### src/rtl/dac_sweep_pkg.sv
// Shared types and default widths for the DAC frequency-sweep sequencer.
package dac_sweep_pkg;

  localparam int STEP_W  = 32;
  localparam int DWELL_W = 32;
  localparam int PTS_W   = 16;

  typedef enum logic [1:0] {
    IDLE = 2'd0,
    RUN  = 2'd1,
    DONE = 2'd2
  } sweep_state_t;

endpackage

### src/rtl/dac_sweep_dwell_timer.sv
// Dwell down-counter: load with max(value,1), count down while enabled, flag the last cycle.
module dac_sweep_dwell_timer #(
  parameter int DWELL_W = 32
) (
  input  logic               clk,
  input  logic               reset_n,
  input  logic               load_i,
  input  logic               enable_i,
  input  logic [DWELL_W-1:0] load_val_i,
  output logic               expire_o
);

  logic [DWELL_W-1:0] cnt_q, cnt_d;

  always_comb begin
    cnt_d = cnt_q;
    if (load_i) begin
      cnt_d = (load_val_i == '0) ? DWELL_W'(1) : load_val_i;
    end else if (enable_i && cnt_q > DWELL_W'(1)) begin
      cnt_d = cnt_q - DWELL_W'(1);
    end
  end

  always_ff @(posedge clk) begin
    if (!reset_n) cnt_q <= '0;
    else          cnt_q <= cnt_d;
  end

  assign expire_o = (cnt_q == DWELL_W'(1));

endmodule

### src/rtl/dac_sweep_ctrl.sv
// Linear DDS phase-step sweep sequencer with busy/done status.
// Define DAC_SWEEP_PINGPONG_EN for triangular (up/down) looped sweeps instead of sawtooth.
module dac_sweep_ctrl #(
  parameter int STEP_W  = dac_sweep_pkg::STEP_W,
  parameter int DWELL_W = dac_sweep_pkg::DWELL_W,
  parameter int PTS_W   = dac_sweep_pkg::PTS_W
) (
  input  logic               clk,
  input  logic               reset_n,
  input  logic               start,
  input  logic               stop,
  input  logic [STEP_W-1:0]  cfg_start_step,
  input  logic [STEP_W-1:0]  cfg_delta_step,
  input  logic [PTS_W-1:0]   cfg_num_points,
  input  logic [DWELL_W-1:0] cfg_dwell,
  input  logic               cfg_loop,
  output logic [STEP_W-1:0]  dds_step,
  output logic               dds_step_valid,
  output logic [PTS_W-1:0]   point_idx,
  output logic               busy,
  output logic               done
);

  import dac_sweep_pkg::*;

  sweep_state_t       state_q;
  logic [STEP_W-1:0]  step_q, start_step_q, delta_q;
  logic [PTS_W-1:0]   idx_q, last_idx_q;
  logic [DWELL_W-1:0] dwell_q;
  logic               loop_q, down_q;
  logic               valid_q, busy_q, done_q;

  logic               start_go, run, expire, tmr_load;
  logic [DWELL_W-1:0] tmr_val;

  // stop outranks start, so a simultaneous start is simply dropped
  assign start_go = start & ~stop;
  assign run      = (state_q == RUN);
  assign tmr_load = start_go | (run & expire);
  assign tmr_val  = start_go ? cfg_dwell : dwell_q;

  dac_sweep_dwell_timer #(.DWELL_W(DWELL_W)) u_dwell (
    .clk        (clk),
    .reset_n    (reset_n),
    .load_i     (tmr_load),
    .enable_i   (run),
    .load_val_i (tmr_val),
    .expire_o   (expire)
  );

  always_ff @(posedge clk) begin
    if (!reset_n) begin
      // NOTE: the config shadows are reset along with the datapath so no flop is X after reset.
      state_q      <= IDLE;
      step_q       <= '0;
      idx_q        <= '0;
      start_step_q <= '0;
      delta_q      <= '0;
      last_idx_q   <= '0;
      dwell_q      <= '0;
      loop_q       <= 1'b0;
      down_q       <= 1'b0;
      valid_q      <= 1'b0;
      busy_q       <= 1'b0;
      done_q       <= 1'b0;
    end else begin
      // NOTE: strobes default low every cycle; only the branches below raise them for one cycle.
      valid_q <= 1'b0;
      done_q  <= 1'b0;
      if (stop) begin
        state_q <= IDLE;
        busy_q  <= 1'b0;
      end else if (start) begin
        start_step_q <= cfg_start_step;
        delta_q      <= cfg_delta_step;
        last_idx_q   <= (cfg_num_points == '0) ? '0 : cfg_num_points - PTS_W'(1);
        dwell_q      <= cfg_dwell;
        loop_q       <= cfg_loop;
        down_q       <= 1'b0;
        step_q       <= cfg_start_step;
        idx_q        <= '0;
        valid_q      <= 1'b1;
        busy_q       <= 1'b1;
        state_q      <= RUN;
      end else begin
        unique case (state_q)
          RUN: begin
            if (expire) begin
              if (!down_q && idx_q != last_idx_q) begin
                step_q  <= step_q + delta_q;
                idx_q   <= idx_q + PTS_W'(1);
                valid_q <= 1'b1;
              end else if (!loop_q) begin
                state_q <= DONE;
                busy_q  <= 1'b0;
                done_q  <= 1'b1;
              end else begin
`ifdef DAC_SWEEP_PINGPONG_EN
                // Reverse at either endpoint; a single-point sweep just re-strobes the same step.
                valid_q <= 1'b1;
                if (!down_q) begin
                  if (last_idx_q != '0) begin
                    down_q <= 1'b1;
                    step_q <= step_q - delta_q;
                    idx_q  <= idx_q - PTS_W'(1);
                  end
                end else if (idx_q == '0) begin
                  down_q <= 1'b0;
                  step_q <= step_q + delta_q;
                  idx_q  <= idx_q + PTS_W'(1);
                end else begin
                  step_q <= step_q - delta_q;
                  idx_q  <= idx_q - PTS_W'(1);
                end
`else
                step_q  <= start_step_q;
                idx_q   <= '0;
                valid_q <= 1'b1;
`endif
              end
            end
          end
          DONE:    state_q <= IDLE;
          default: state_q <= IDLE;
        endcase
      end
    end
  end

  assign dds_step       = step_q;
  assign dds_step_valid = valid_q;
  assign point_idx      = idx_q;
  assign busy           = busy_q;
  assign done           = done_q;

endmodule

### config.mk
export PLATFORM = sky130hd
export DESIGN_NAME = dac_sweep_ctrl
export DESIGN_NICKNAME = d
export VERILOG_FILES = /design/src/rtl/dac_sweep_pkg.sv /design/src/rtl/dac_sweep_dwell_timer.sv /design/src/rtl/dac_sweep_ctrl.sv
export SDC_FILE = /design/constraint.sdc
export NUM_CORES = 1
export LEC_CHECK = 0
export ABC_AREA = 1
export CAP_MARGIN = 0
export CORE_AREA = 2 2 204 206
export CTS_CLUSTER_SIZE = 16
export DETAILED_ROUTE_END_ITERATION = 6
export DIE_AREA = 0 0 206 208
export PLACE_DENSITY_LB_ADDON = 0.1
export SLEW_MARGIN = 0
export SYNTH_ARGS = -nofsm -noshare
export SYNTH_HDL_FRONTEND = slang
export SYNTH_SLANG_ARGS = --single-unit
export TNS_END_PERCENT = 20
### constraint.sdc
create_clock -name clk -period 1.93 [get_ports clk]
set_input_delay 0.386 -clock clk [delete_from_list [all_inputs] [get_ports clk]]
set_output_delay 0.386 -clock clk [all_outputs]
set_load 0.02 [all_outputs]
==> results of run 1 <==
[worst reg2reg max path, delay by kind of cell, from the launching register on]
kind,cells,cell delay [ps]
compound gates,1,110
buf+inv,1,220
flops,1,340
fa+ha+maj,2,520
simple gates,10,780
[sequential cells by signal (all words and copies together) (netlist names)]
register,cells
start_step_q,32
dwell_q,32
point_idx,16
done,1
dds_step,32
busy,1
state_q,2
loop_q,1
u_dwell.cnt_q,32
dds_step_valid,1
last_idx_q,16
delta_q,32
[area by class of cell]
| cell class | count | area, µm² |
|---|---|---|
| multi-input cells | 1424 | 7890 |
| inverters | 195 | 741 |
| clock buffers | 18 | 439 |
| flip-flops and latches | 198 | 4000 |
| well taps | 532 | 666 |
| diodes | 1 | 2.50 |
| fillers | 4288 | 22500 |
| clock inverters | 14 | 119 |
| repair buffers | 464 | 4230 |
[cells by family (layout without fill, tap and decap cells)]
family | after synthesis | in the layout | share of synthesized area [%]
other cells | 0 | 1 | 0
fa+ha+maj | 36 | 36 | 3.81
compound gates | 309 | 309 | 14.0
simple gates | 1008 | 1008 | 34.6
xor+xnor | 71 | 71 | 5.18
flops | 198 | 198 | 33.0
buf+inv | 280 | 691 | 9.40
[what timing repair did]
item,in CTS,in global routing
endpoints found under the hold margin,0,0
resized for setup,124,202
endpoints found under the setup margin,93,93
buffers inserted,12,14
gates cloned,1,6
pin swaps,21,54
[metrics by stage]
step / power (W) / worst slack [ps] / utilization, % / instance area, µm²
after floorplan: 0.00618 / -3.92 / - / 12000
after global placement: 0.00769 / -601 / 39.7 / 16100
after detailed placement: 0.00770 / -598 / 39.7 / 16100
after CTS: 0.0114 / -105 / 42.1 / 17100
after global routing: 0.0123 / -236 / 44.6 / 18100
final: 0.0116 / -115 / 44.6 / 18100
[routing by layer]
layer / wire length (µm) / share of wire (%)
met2: 21600 / 49
met1: 19600 / 45
met4: 699 / 1.6
met3: 1930 / 4.4
met5: 13 / 0.030
[path summary, 6_finish.rpt]
path	from	endpoint	slack (ps)	cells after the start
max	delta_q[0]$_SDFFE_PN0N_	dds_step[20]$_SDFFE_PN0P_	-110	14
min	reset_n	u_dwell.cnt_q[9]$_SDFFE_PN0P_	310	3
max reg2reg	delta_q[0]$_SDFFE_PN0N_	dds_step[20]$_SDFFE_PN0P_	-110	14
min reg2reg	start_step_q[8]$_SDFFE_PN0N_	start_step_q[8]$_SDFFE_PN0N_	450	2
[cells in the final DEF, fill, tap and decap left out, drive strengths merged, types with 14 or more instances in the layout]
cell type and n:
nor2 296, nor3 37, dlygate4sd2 38, or2 21
dfxtp 198, nand3 92, o21ai 150, clkdlybuf4s50 117
nand2 532, nand4 14, ha 35, a21oi 124
xor2 41, buf 294, inv 199, xnor2 30
clkbuf 23
[where the power goes]
part / internal, W / total, W / leakage, nW / switching (W)
Clock: 0.00172 / 0.00354 / 0.257 / 0.00182
Sequential: 0.00435 / 0.00454 / 1.64 / 0.000193
Combinational: 0.00171 / 0.00355 / 6.66 / 0.00185
==> flow_summary.json, run 1 <==
{
  "place.detailed.hpwl_um": 32000,
  "ffs_latches_synth": 198,
  "floorplan.io_pins": 168,
  "synth_edf_count": 0,
  "path_clk_slew_ps": 80,
  "initial_antenna_violation_count": 2,
  "cts.path.max_buffers": 2,
  "route.detailed.vias_per_inst": 4.57,
  "final_cell_count_no_fill": 2846,
  "synthTopCellsByArea": "sky130_fd_sc_hd__dfxtp_1 33%, sky130_fd_sc_hd__nand2_1 16%, sky130_fd_sc_hd__nor2_1 8.8%, sky130_fd_sc_hd__inv_1 5.9%, sky130_fd_sc_hd__a21oi_1 5.1%",
  "violations_in_the_final_reports": "setup timing",
  "core_ar_um2": 40600,
  "gp_routability_congestion": 0.867,
  "p_leak_nw": 8.55,
  "tritoncts_clock_tree": "yes",
  "rows": 74,
  "worstSkewPairLatency_ps": 460,
  "count_of_unique_library_cells_instantiated_by_yosys": 46,
  "fin_nets": 2453,
  "timing.setup.critical_path_class": "register to register",
  "detail_route.wirelength_um": 43900,
  "final_clock_skew_ps": 13.6,
  "numCtsBuffers": 17,
  "yosys.cell_count.top_type": "sky130_fd_sc_hd__nand2_1",
  "period_minus_slack_ps": 2040,
  "cpLargestDelayFamily": "simple AND/OR/NAND/NOR gates",
  "overall_die_area_um2": 42800,
  "areaGrowthSynthToFinish_pct": 50.6,
  "postSynth.topFlopCell": "sky130_fd_sc_hd__dfxtp_1",
  "grt.met2_usage_pct": 35.3,
  "gr-total-overflow": 0,
  "grt_pass1_vias": 12800,
  "floorplan.initialDensity_pct": 29.6,
  "first_iter_violations": 444,
  "netlist.area_leader.share_pct": 33.0,
  "finalSetupViolCount": 18,
  "path_common_cell": "sky130_fd_sc_hd__nand2_1",
  "remaining_drc_errors": 0,
  "num_vias": 13000,
  "largest_incremental_delay_on_the_critical_path_ps": 360,
  "gr-usage-met3_pct": 4.24,
  "post_synth_inst_count": 1902,
  "grt.busiest_layer": "met2",
  "worstPathArrival_ps": 2440,
  "die_y_um": 208,
  "buffer_ports.inserted": 167,
  "cts-hold-fix-buffers": 0,
  "dpl.cell_count": 2781,
  "ys_seq_area_share_pct": 33.0,
  "ys_async_rst_share_pct": 0,
  "grt_setup_unrepaired": "true",
  "post_route_setup_tns_ps": -688,
  "run_status": "finished, violations left",
  "min_path_type": "primary input to register",
  "drt.antenna.violating_nets": 0,
  "slew_headroom_pct": 62.4,
  "worst_slew_pin_slew_ps": 562,
  "grtUsageMet1_pct": 24.9,
  "post_synth_most_frequent_cells": "527 x sky130_fd_sc_hd__nand2_1, 282 x sky130_fd_sc_hd__nor2_1, 198 x sky130_fd_sc_hd__dfxtp_1, 190 x sky130_fd_sc_hd__inv_1, 123 x sky130_fd_sc_hd__a21oi_1",
  "required_worst_endpoint_ps": 2320,
  "worst-path-buf-inv": 1,
  "chipWidth_um": 206,
  "worst_path_max_delay_cell": "sky130_fd_sc_hd__fa_2",
  "maximum_operating_frequency_mhz": 489,
  "ys_warn_count": 0,
  "critPathCaptureType": "register",
  "hold-worst-slack_ps": 310,
  "syn-mean-instance-area_um2": 6.31,
  "irDropWorstVdd_mv": 0.605,
  "grt_max_degree": 52,
  "maxSlewViolCount": 0,
  "post_route_cells_drive_above_1_share_pct": 25.5,
  "syn_nets": 2055,
  "setup_slack_ps": -115,
  "global_route.usage.total_pct": 20.1,
  "drt-wirelength-per-cell_um": 15.4,
  "clock-sinks": 198,
  "synth_area_leader_cell": "sky130_fd_sc_hd__dfxtp_1",
  "critPathMaxFanout": 3,
  "htreeDepth": 4,
  "synth.cell_area_um2": 12000,
  "post-route-period-util_pct": 106,
  "drtPass1Iterations": 4,
  "worstPathCellList": "ha_4 -> fa_2 -> nand3_2 -> nand3_4 -> nand3_2 -> nand3b_1 -> buf_4 -> nand2_2 -> nand2_1 -> nand2_1 -> nand3_1 -> nand2_1 -> nand2_1 -> a21oi_1",
  "cts-root-buf": "sky130_fd_sc_hd__clkbuf_16",
  "p_per_cell_area_nw_per_um2": 644,
  "grt_first_pass_wirelength_um": 67500,
  "startpoint_type": "register",
  "cap_violations": 0,
  "hold_violations": 0
}
Power figures use the tool's default switching activity.
==> run 2: changes to the inputs <==
--- a/config.mk
+++ b/config.mk
@@ -11,7 +11,7 @@
 export CTS_CLUSTER_SIZE = 16
 export DETAILED_ROUTE_END_ITERATION = 6
 export DIE_AREA = 0 0 206 208
-export PLACE_DENSITY_LB_ADDON = 0.1
+export PLACE_DENSITY_LB_ADDON = 0.25
 export SLEW_MARGIN = 0
 export SYNTH_ARGS = -nofsm -noshare
 export SYNTH_HDL_FRONTEND = slang
==> run 2 against run 1 <==
Effect of this change: combinational power barely moved; hold slack better by 120 ps; sequential cell count is the same; the run still ends with setup timing left; count of clock-buffer cells in the layout rose by 3.
==> flow_summary.json, run 2 (synthesis results as in run 1) <==
{
  "critPathMaxFanout": 5,
  "p_per_cell_area_nw_per_um2": 658,
  "multi_input_area_um2": 7850,
  "cap_violations": 0,
  "top_library_cells_by_usage_in_the_layout_fill_and_taps_aside": "481 x sky130_fd_sc_hd__nand2_1, 245 x sky130_fd_sc_hd__buf_4, 244 x sky130_fd_sc_hd__nor2_1, 185 x sky130_fd_sc_hd__inv_1, 160 x sky130_fd_sc_hd__dfxtp_1",
  "r2r_cells": 14,
  "worstPathCellList": "inv_1 -> ha_1 -> nand2_1 -> inv_1 -> nand3b_1 -> nor2_2 -> nand2_2 -> nand2_2 -> nand3_4 -> buf_6 -> buf_12 -> buf_12 -> a21oi_2 -> nor2_1",
  "largest_incremental_delay_on_the_critical_path_ps": 330,
  "dpl_cell_area_um2": 16100,
  "post_route_setup_tns_ps": -3.08,
  "gr-total-overflow": 0,
  "timing.setup.critical_path_class": "register to register",
  "critPathCaptureType": "register",
  "run_status": "finished, violations left",
  "grt.busiest_layer": "met2",
  "gp_routability_congestion": 0.918,
  "min_path_type": "primary input to register",
  "most_common_library_cell_in_the_layout_ignoring_fill_and_taps": "sky130_fd_sc_hd__nand2_1",
  "floorplan.io_pins": 168,
  "slew_headroom_pct": 52.7,
  "cts-root-buf": "sky130_fd_sc_hd__clkbuf_16",
  "drt.antenna.violating_nets": 0,
  "violations_in_the_final_reports": "setup timing",
  "remaining_drc_errors": 0,
  "hold-worst-slack_ps": 434,
  "hold_violations": 0,
  "grtUsageMet1_pct": 24.8,
  "grt_pass1_vias": 12700,
  "first_iter_violations": 715,
  "initial_antenna_violation_count": 0,
  "maximum_operating_frequency_mhz": 517,
  "grt_max_degree": 69,
  "stdcell_area_um2": 18100,
  "chipWidth_um": 206,
  "place.detailed.hpwl_um": 30800,
  "floorplan.initialDensity_pct": 29.6,
  "route.detailed.vias_per_inst": 4.66,
  "htreeDepth": 4,
  "worst_path_max_delay_cell": "sky130_fd_sc_hd__dfxtp_2",
  "period_minus_slack_ps": 1930,
  "areaGrowthSynthToFinish_pct": 50.4,
  "numCtsBuffers": 17,
  "power_w": 0.0119,
  "drt-wirelength-per-cell_um": 14.9,
  "worstSkewPairLatency_ps": 460,
  "global_route.usage.total_pct": 19.2,
  "hold_path.startpoint": "reset_n",
  "core_ar_um2": 40600,
  "fin_nets": 2441,
  "grt_first_pass_wirelength_um": 65700,
  "setup_slack_ps": -3.08,
  "p_leak_nw": 8.64,
  "buffer_ports.inserted": 167,
  "post-route-period-util_pct": 100,
  "path_clk_slew_ps": 80,
  "sequential_cell_area_um2": 4020,
  "num_vias": 13200,
  "drtPass1Iterations": 5,
  "final_clock_skew_ps": 13.8,
  "irDropWorstVdd_mv": 0.622,
  "post_route_cells_drive_above_1_share_pct": 25.2,
  "worst_slew_pin_slew_ps": 709,
  "crit_path_start": "u_dwell.cnt_q[1]$_SDFFE_PN0P_",
  "maxSlewViolCount": 0,
  "overall_die_area_um2": 42800,
  "detail_route.wirelength_um": 42300,
  "regToRegStartpoint": "u_dwell.cnt_q[1]$_SDFFE_PN0P_",
  "required_worst_endpoint_ps": 2270,
  "whs_path_depth": 4,
  "startpoint_type": "register",
  "grt_setup_unrepaired": "true",
  "clock-sinks": 198,
  "worstPathArrival_ps": 2270,
  "cts.path.max_buffers": 2,
  "rows": 74,
  "antenna_cells": 0,
  "grt.met2_usage_pct": 32.4,
  "cts-hold-fix-buffers": 0,
  "gr-usage-met3_pct": 3.13,
  "finalSetupViolCount": 1,
  "die_y_um": 208,
  "layout.filler_cells": 4131,
  "tritoncts_clock_tree": "yes"
}
[run 2: changes by cell type in the layout (fill, tap and decap cells not counted), moves of 8 or more]
cell | before | now
sky130_fd_sc_hd__a21oi_2 | 32 | 12
sky130_fd_sc_hd__a21oi_1 | 92 | 110
sky130_fd_sc_hd__buf_4 | 261 | 245
sky130_fd_sc_hd__dfxtp_1 | 171 | 160
sky130_fd_sc_hd__dfxtp_2 | 27 | 36
sky130_fd_sc_hd__dlygate4sd2_1 | 38 | 29
sky130_fd_sc_hd__nor3_2 | 11 | 3
[run 2: final timing paths]
| path | end | slack (ps) |
|---|---|---|
| max reg2reg | dds_step[10]$_SDFFE_PN0P_ | -3 |
| min reg2reg | start_step_q[8]$_SDFFE_PN0N_ | 460 |
| max | dds_step[10]$_SDFFE_PN0P_ | -3 |
| min | u_dwell.cnt_q[25]$_SDFFE_PN0P_ | 430 |
[run 2: worst max-delay path, delay by kind of cell, from the launching register on]
kind	cells	cell delay, ps
adder cells (fa/ha/maj)	1	130
AO/OA/AOI/OAI	1	100
flip-flops	1	330
buffers and inverters	5	600
AND/OR/NAND/NOR	7	650
[run 2: metal layers]
| metal | part of all wire [%] | up-vias |
|---|---|---|
| met1 | 45 | 5992 |
| met2 | 48 | 298 |
| met3 | 4.6 | 72 |
| li1 | - | 6838 |
| met4 | 2.7 | 0 |
| met5 | 0 | - |
[run 2: final cells by class]
cell class	count	share of cell area [%]
multi-input cells	1424	43.5
repair buffers	451	23.1
flip-flops and latches	198	22.2
inverters	195	4.10
well taps	532	3.69
clock buffers	21	2.55
clock inverters	11	0.818
repair inverters	1	0.0416
[run 2: repair_timing]
action | 4_1_cts | 5_1_grt
buffers inserted | 4 | 11
pin swaps | 17 | 47
cloned | 1 | 7
setup endpoints to repair | 102 | 115
resized for setup | 77 | 269
[run 2: metrics by stage]
stage	util [%]	std cells	worst slack [ps]
global route	44.5	2833	-111
global placement	39.7	2780	-553
finish	44.5	2833	-3.08
floorplan	-	1902	-3.92
CTS	41.7	2817	-179
detailed placement	39.7	2780	-587
[run 2: report_power, final]
group | internal, W | switching (W)
Combinational | 0.00171 | 0.00183
Clock | 0.00212 | 0.00168
Sequential | 0.00435 | 0.000188
Total | 0.00818 | 0.00370
==> run 3: changes to the inputs <==
--- a/config.mk
+++ b/config.mk
@@ -5,12 +5,11 @@
 export SDC_FILE = /design/constraint.sdc
 export NUM_CORES = 1
 export LEC_CHECK = 0
-export ABC_AREA = 1
 export CAP_MARGIN = 0
-export CORE_AREA = 2 2 204 206
+export CORE_AREA = 2 2 166 168
 export CTS_CLUSTER_SIZE = 16
 export DETAILED_ROUTE_END_ITERATION = 6
-export DIE_AREA = 0 0 206 208
+export DIE_AREA = 0 0 168 170
 export PLACE_DENSITY_LB_ADDON = 0.25
 export SLEW_MARGIN = 0
 export SYNTH_ARGS = -nofsm -noshare
==> constraint.sdc (replaced) <==
create_clock -name clk -period 2.1 [get_ports clk]
set_input_delay 0.42 -clock clk [delete_from_list [all_inputs] [get_ports clk]]
set_output_delay 0.42 -clock clk [all_outputs]
set_load 0.02 [all_outputs]
==> run 3 against run 2 <==
Effect of this change: the flow still finishes with violations (setup timing); first-iteration DRC count shrank 4.6%; hold slack worse by 79 ps; core utilization grew 17 points; power down 17%; setup slack lost 640 ps; clock power shrank 14%; sequential power shrank 10%; largest power group unchanged.
==> flow_summary.json, run 3 <==
{
  "synth_area_leader_cell": "sky130_fd_sc_hd__dfxtp_1",
  "maximum_operating_frequency_mhz": 365,
  "maxSlewViolCount": 0,
  "ys_async_rst_share_pct": 0,
  "place.detailed.hpwl_um": 25900,
  "critPathCaptureType": "register",
  "grt_first_pass_wirelength_um": 56000,
  "path_common_cell": "sky130_fd_sc_hd__nand2_4",
  "count_of_unique_library_cells_instantiated_by_yosys": 78,
  "gr-usage-met3_pct": 3.05,
  "top_library_cells_by_usage_in_the_layout_fill_and_taps_aside": "308 x sky130_fd_sc_hd__buf_4, 248 x sky130_fd_sc_hd__nand2_1, 183 x sky130_fd_sc_hd__dfxtp_1, 164 x sky130_fd_sc_hd__clkdlybuf4s50_1, 93 x sky130_fd_sc_hd__nor2_1",
  "synth.cell_area_um2": 10900,
  "slew_headroom_pct": 69.0,
  "p_leak_nw": 6.96,
  "overall_die_area_um2": 28600,
  "numCtsBuffers": 17,
  "final_clock_skew_ps": 12.0,
  "min_path_type": "primary input to register",
  "buffer_ports.inserted": 167,
  "floorplan.initialDensity_pct": 40.8,
  "synthTopCellsByArea": "sky130_fd_sc_hd__dfxtp_1 36%, sky130_fd_sc_hd__nand2_1 8.6%, sky130_fd_sc_hd__a21boi_0 5.5%, sky130_fd_sc_hd__xor2_1 4.3%, sky130_fd_sc_hd__a21oi_1 4.1%",
  "cts-hold-fix-buffers": 0,
  "grtUsageMet1_pct": 29.5,
  "postSynth.topFlopCell": "sky130_fd_sc_hd__dfxtp_1",
  "dpl_cell_area_um2": 15300,
  "route.detailed.vias_per_inst": 5.31,
  "share_of_total_power_in_combinational_logic_pct": 25.7,
  "worstPathCellList": "nor4_4 -> nor4b_4 -> nand4_1 -> or3b_4 -> nand2_4 -> nand2_4 -> buf_12 -> o21ai_1 -> a21oi_1 -> a311oi_1",
  "finalSetupViolCount": 100,
  "clock-sinks": 198,
  "num_vias": 11400,
  "detail_route.wirelength_um": 35200,
  "required_worst_endpoint_ps": 2430,
  "yosys.cell_count.top_type": "sky130_fd_sc_hd__nand2_1",
  "fin_nets": 1945,
  "stdcell_area_um2": 16400,
  "startpoint_type": "register",
  "power.share.clock_pct": 33.1,
  "rows": 60,
  "grt.met2_usage_pct": 43.6,
  "irDropWorstVdd_mv": 0.494,
  "ffs_latches_synth": 198,
  "floorplan.io_pins": 168,
  "syn_nets": 1509,
  "chipWidth_um": 168,
  "grt_setup_unrepaired": "true",
  "setup_slack_ps": -639,
  "path_clk_slew_ps": 80,
  "post_synth_inst_count": 1356,
  "cap_violations": 0,
  "power.net_switching_w": 0.00289,
  "tritoncts_clock_tree": "yes",
  "p_per_cell_area_nw_per_um2": 602,
  "power_switching_share_pct": 29.2,
  "first_iter_violations": 682,
  "period_minus_slack_ps": 2740,
  "areaGrowthSynthToFinish_pct": 51.1,
  "grt_max_degree": 45,
  "most_common_library_cell_in_the_layout_ignoring_fill_and_taps": "sky130_fd_sc_hd__buf_4",
  "seqPwrFrac_pct": 41.2,
  "intPower_w": 0.00700,
  "drt.antenna.violating_nets": 0,
  "cts.path.max_buffers": 2,
  "global_route.usage.total_pct": 24.2,
  "remaining_drc_errors": 0,
  "power_w": 0.00989,
  "grt.busiest_layer": "met2",
  "grt_pass1_vias": 11400,
  "violations_in_the_final_reports": "setup timing",
  "htreeDepth": 4,
  "run_status": "finished, violations left",
  "drt-wirelength-per-cell_um": 16.4,
  "gp_routability_congestion": 0.897,
  "core_ar_um2": 26700,
  "worst_slew_pin_slew_ps": 465,
  "ys_warn_count": 0,
  "drtPass1Iterations": 5,
  "hold_violations": 0,
  "ys_seq_area_share_pct": 36.4,
  "critPathMaxFanout": 6,
  "syn-mean-instance-area_um2": 8.02,
  "synth_edf_count": 0,
  "post_synth_most_frequent_cells": "250 x sky130_fd_sc_hd__nand2_1, 198 x sky130_fd_sc_hd__dfxtp_1, 105 x sky130_fd_sc_hd__nor2_1, 89 x sky130_fd_sc_hd__a21oi_1, 79 x sky130_fd_sc_hd__a21boi_0",
  "worstPathArrival_ps": 3070,
  "netlist.area_leader.share_pct": 36.4,
  "gr-total-overflow": 0,
  "worstSkewPairLatency_ps": 440,
  "die_y_um": 170,
  "post-route-period-util_pct": 130,
  "largest_incremental_delay_on_the_critical_path_ps": 480,
  "post_route_cells_drive_above_1_share_pct": 27.2,
  "timing.setup.critical_path_class": "register to register",
  "worst_path_max_delay_cell": "sky130_fd_sc_hd__or3b_4",
  "layout.filler_cells": 2311,
  "cts-root-buf": "sky130_fd_sc_hd__clkbuf_16",
  "initial_antenna_violation_count": 2
}
## run 3: cell count changes after synthesis, sizes merged, moves of 63 or more
cell	change
nand3	-63
o21ai	-88
nor2	-189
inv	-177
a21boi	+78
nand2	-279
## run 3: path summary, 6_finish.rpt
path                             startpoint                        endpoint  slack, ps  depth (start not counted)
min                                 reset_n   start_step_q[29]$_SDFFE_PN0N_        350                          2
max          u_dwell.cnt_q[11]$_SDFFE_PN0P_  u_dwell.cnt_q[19]$_SDFFE_PN0P_       -640                         10
min reg2reg   start_step_q[31]$_SDFFE_PN0N_   start_step_q[31]$_SDFFE_PN0N_        460                          2
max reg2reg  u_dwell.cnt_q[11]$_SDFFE_PN0P_  u_dwell.cnt_q[19]$_SDFFE_PN0P_       -640                         10
## run 3: final cells by class
type | instances | area [µm²] | area share, %
inverters | 18 | 67.6 | 0.411
flip-flops and latches | 198 | 3990 | 24.3
clock inverters | 11 | 126 | 0.769
clock buffers | 20 | 437 | 2.66
diodes | 2 | 5.00 | 0.0304
multi-input cells | 1059 | 7090 | 43.1
well taps | 341 | 427 | 2.60
repair buffers | 498 | 4290 | 26.1
## run 3: cell families after synthesis
logic type	after synthesis	synth area share, %
AOI/OAI and AO/OA	357	21.8
xor gates and xnor gates	79	6.36
adders and majority gates	36	4.21
buffers and inverters	99	3.67
DFF	198	36.4
muxes	38	3.52
and+or+nand+nor	549	24.0
## run 3: power groups by stage
stage	Sequential [W]	Clock (W)	Combinational [W]
finish	0.00408	0.00327	0.00254
global route	0.00410	0.00346	0.00277
CTS	0.00408	0.00331	0.00246
detailed placement	0.00416	0	0.00239
global placement	0.00415	0	0.00236
floorplan	0.00421	0	0.00114
## run 3: critical path: cells and delay by family, from the launching register on
| family | cells | cell delay, ps |
|---|---|---|
| flip-flops | 1 | 340 |
| AND/OR/NAND/NOR | 6 | 1600 |
| AO/OA/AOI/OAI | 3 | 540 |
| buffers and inverters | 1 | 130 |
## run 3: repair_timing
item / CTS / global route
pin swaps: 36 / 48
resized for setup: 54 / 72
gates cloned: 0 / 1
buffers inserted: 2 / 15
setup endpoints to repair: 100 / 101
## run 3: routing by layer
layer  up-vias  share of wire (%)
li1       5687                  -
met1      5384                 44
met2       279                 49
met3        58                4.1
met4         0                2.8
met5         -                  0
## run 3: per-stage QoR
stage	std cells	hold WS, ps	TNS (ps)	util, %	worst slack [ps]
after floorplan	1356	439	-38330	-	-514
after global placement	2096	446	-66320	57.4	-921
after detailed placement	2096	452	-75830	57.4	-970
after CTS	2129	344	-39980	60.2	-605
after global routing	2147	372	-56920	61.7	-769
final	2147	355	-44420	61.7	-639
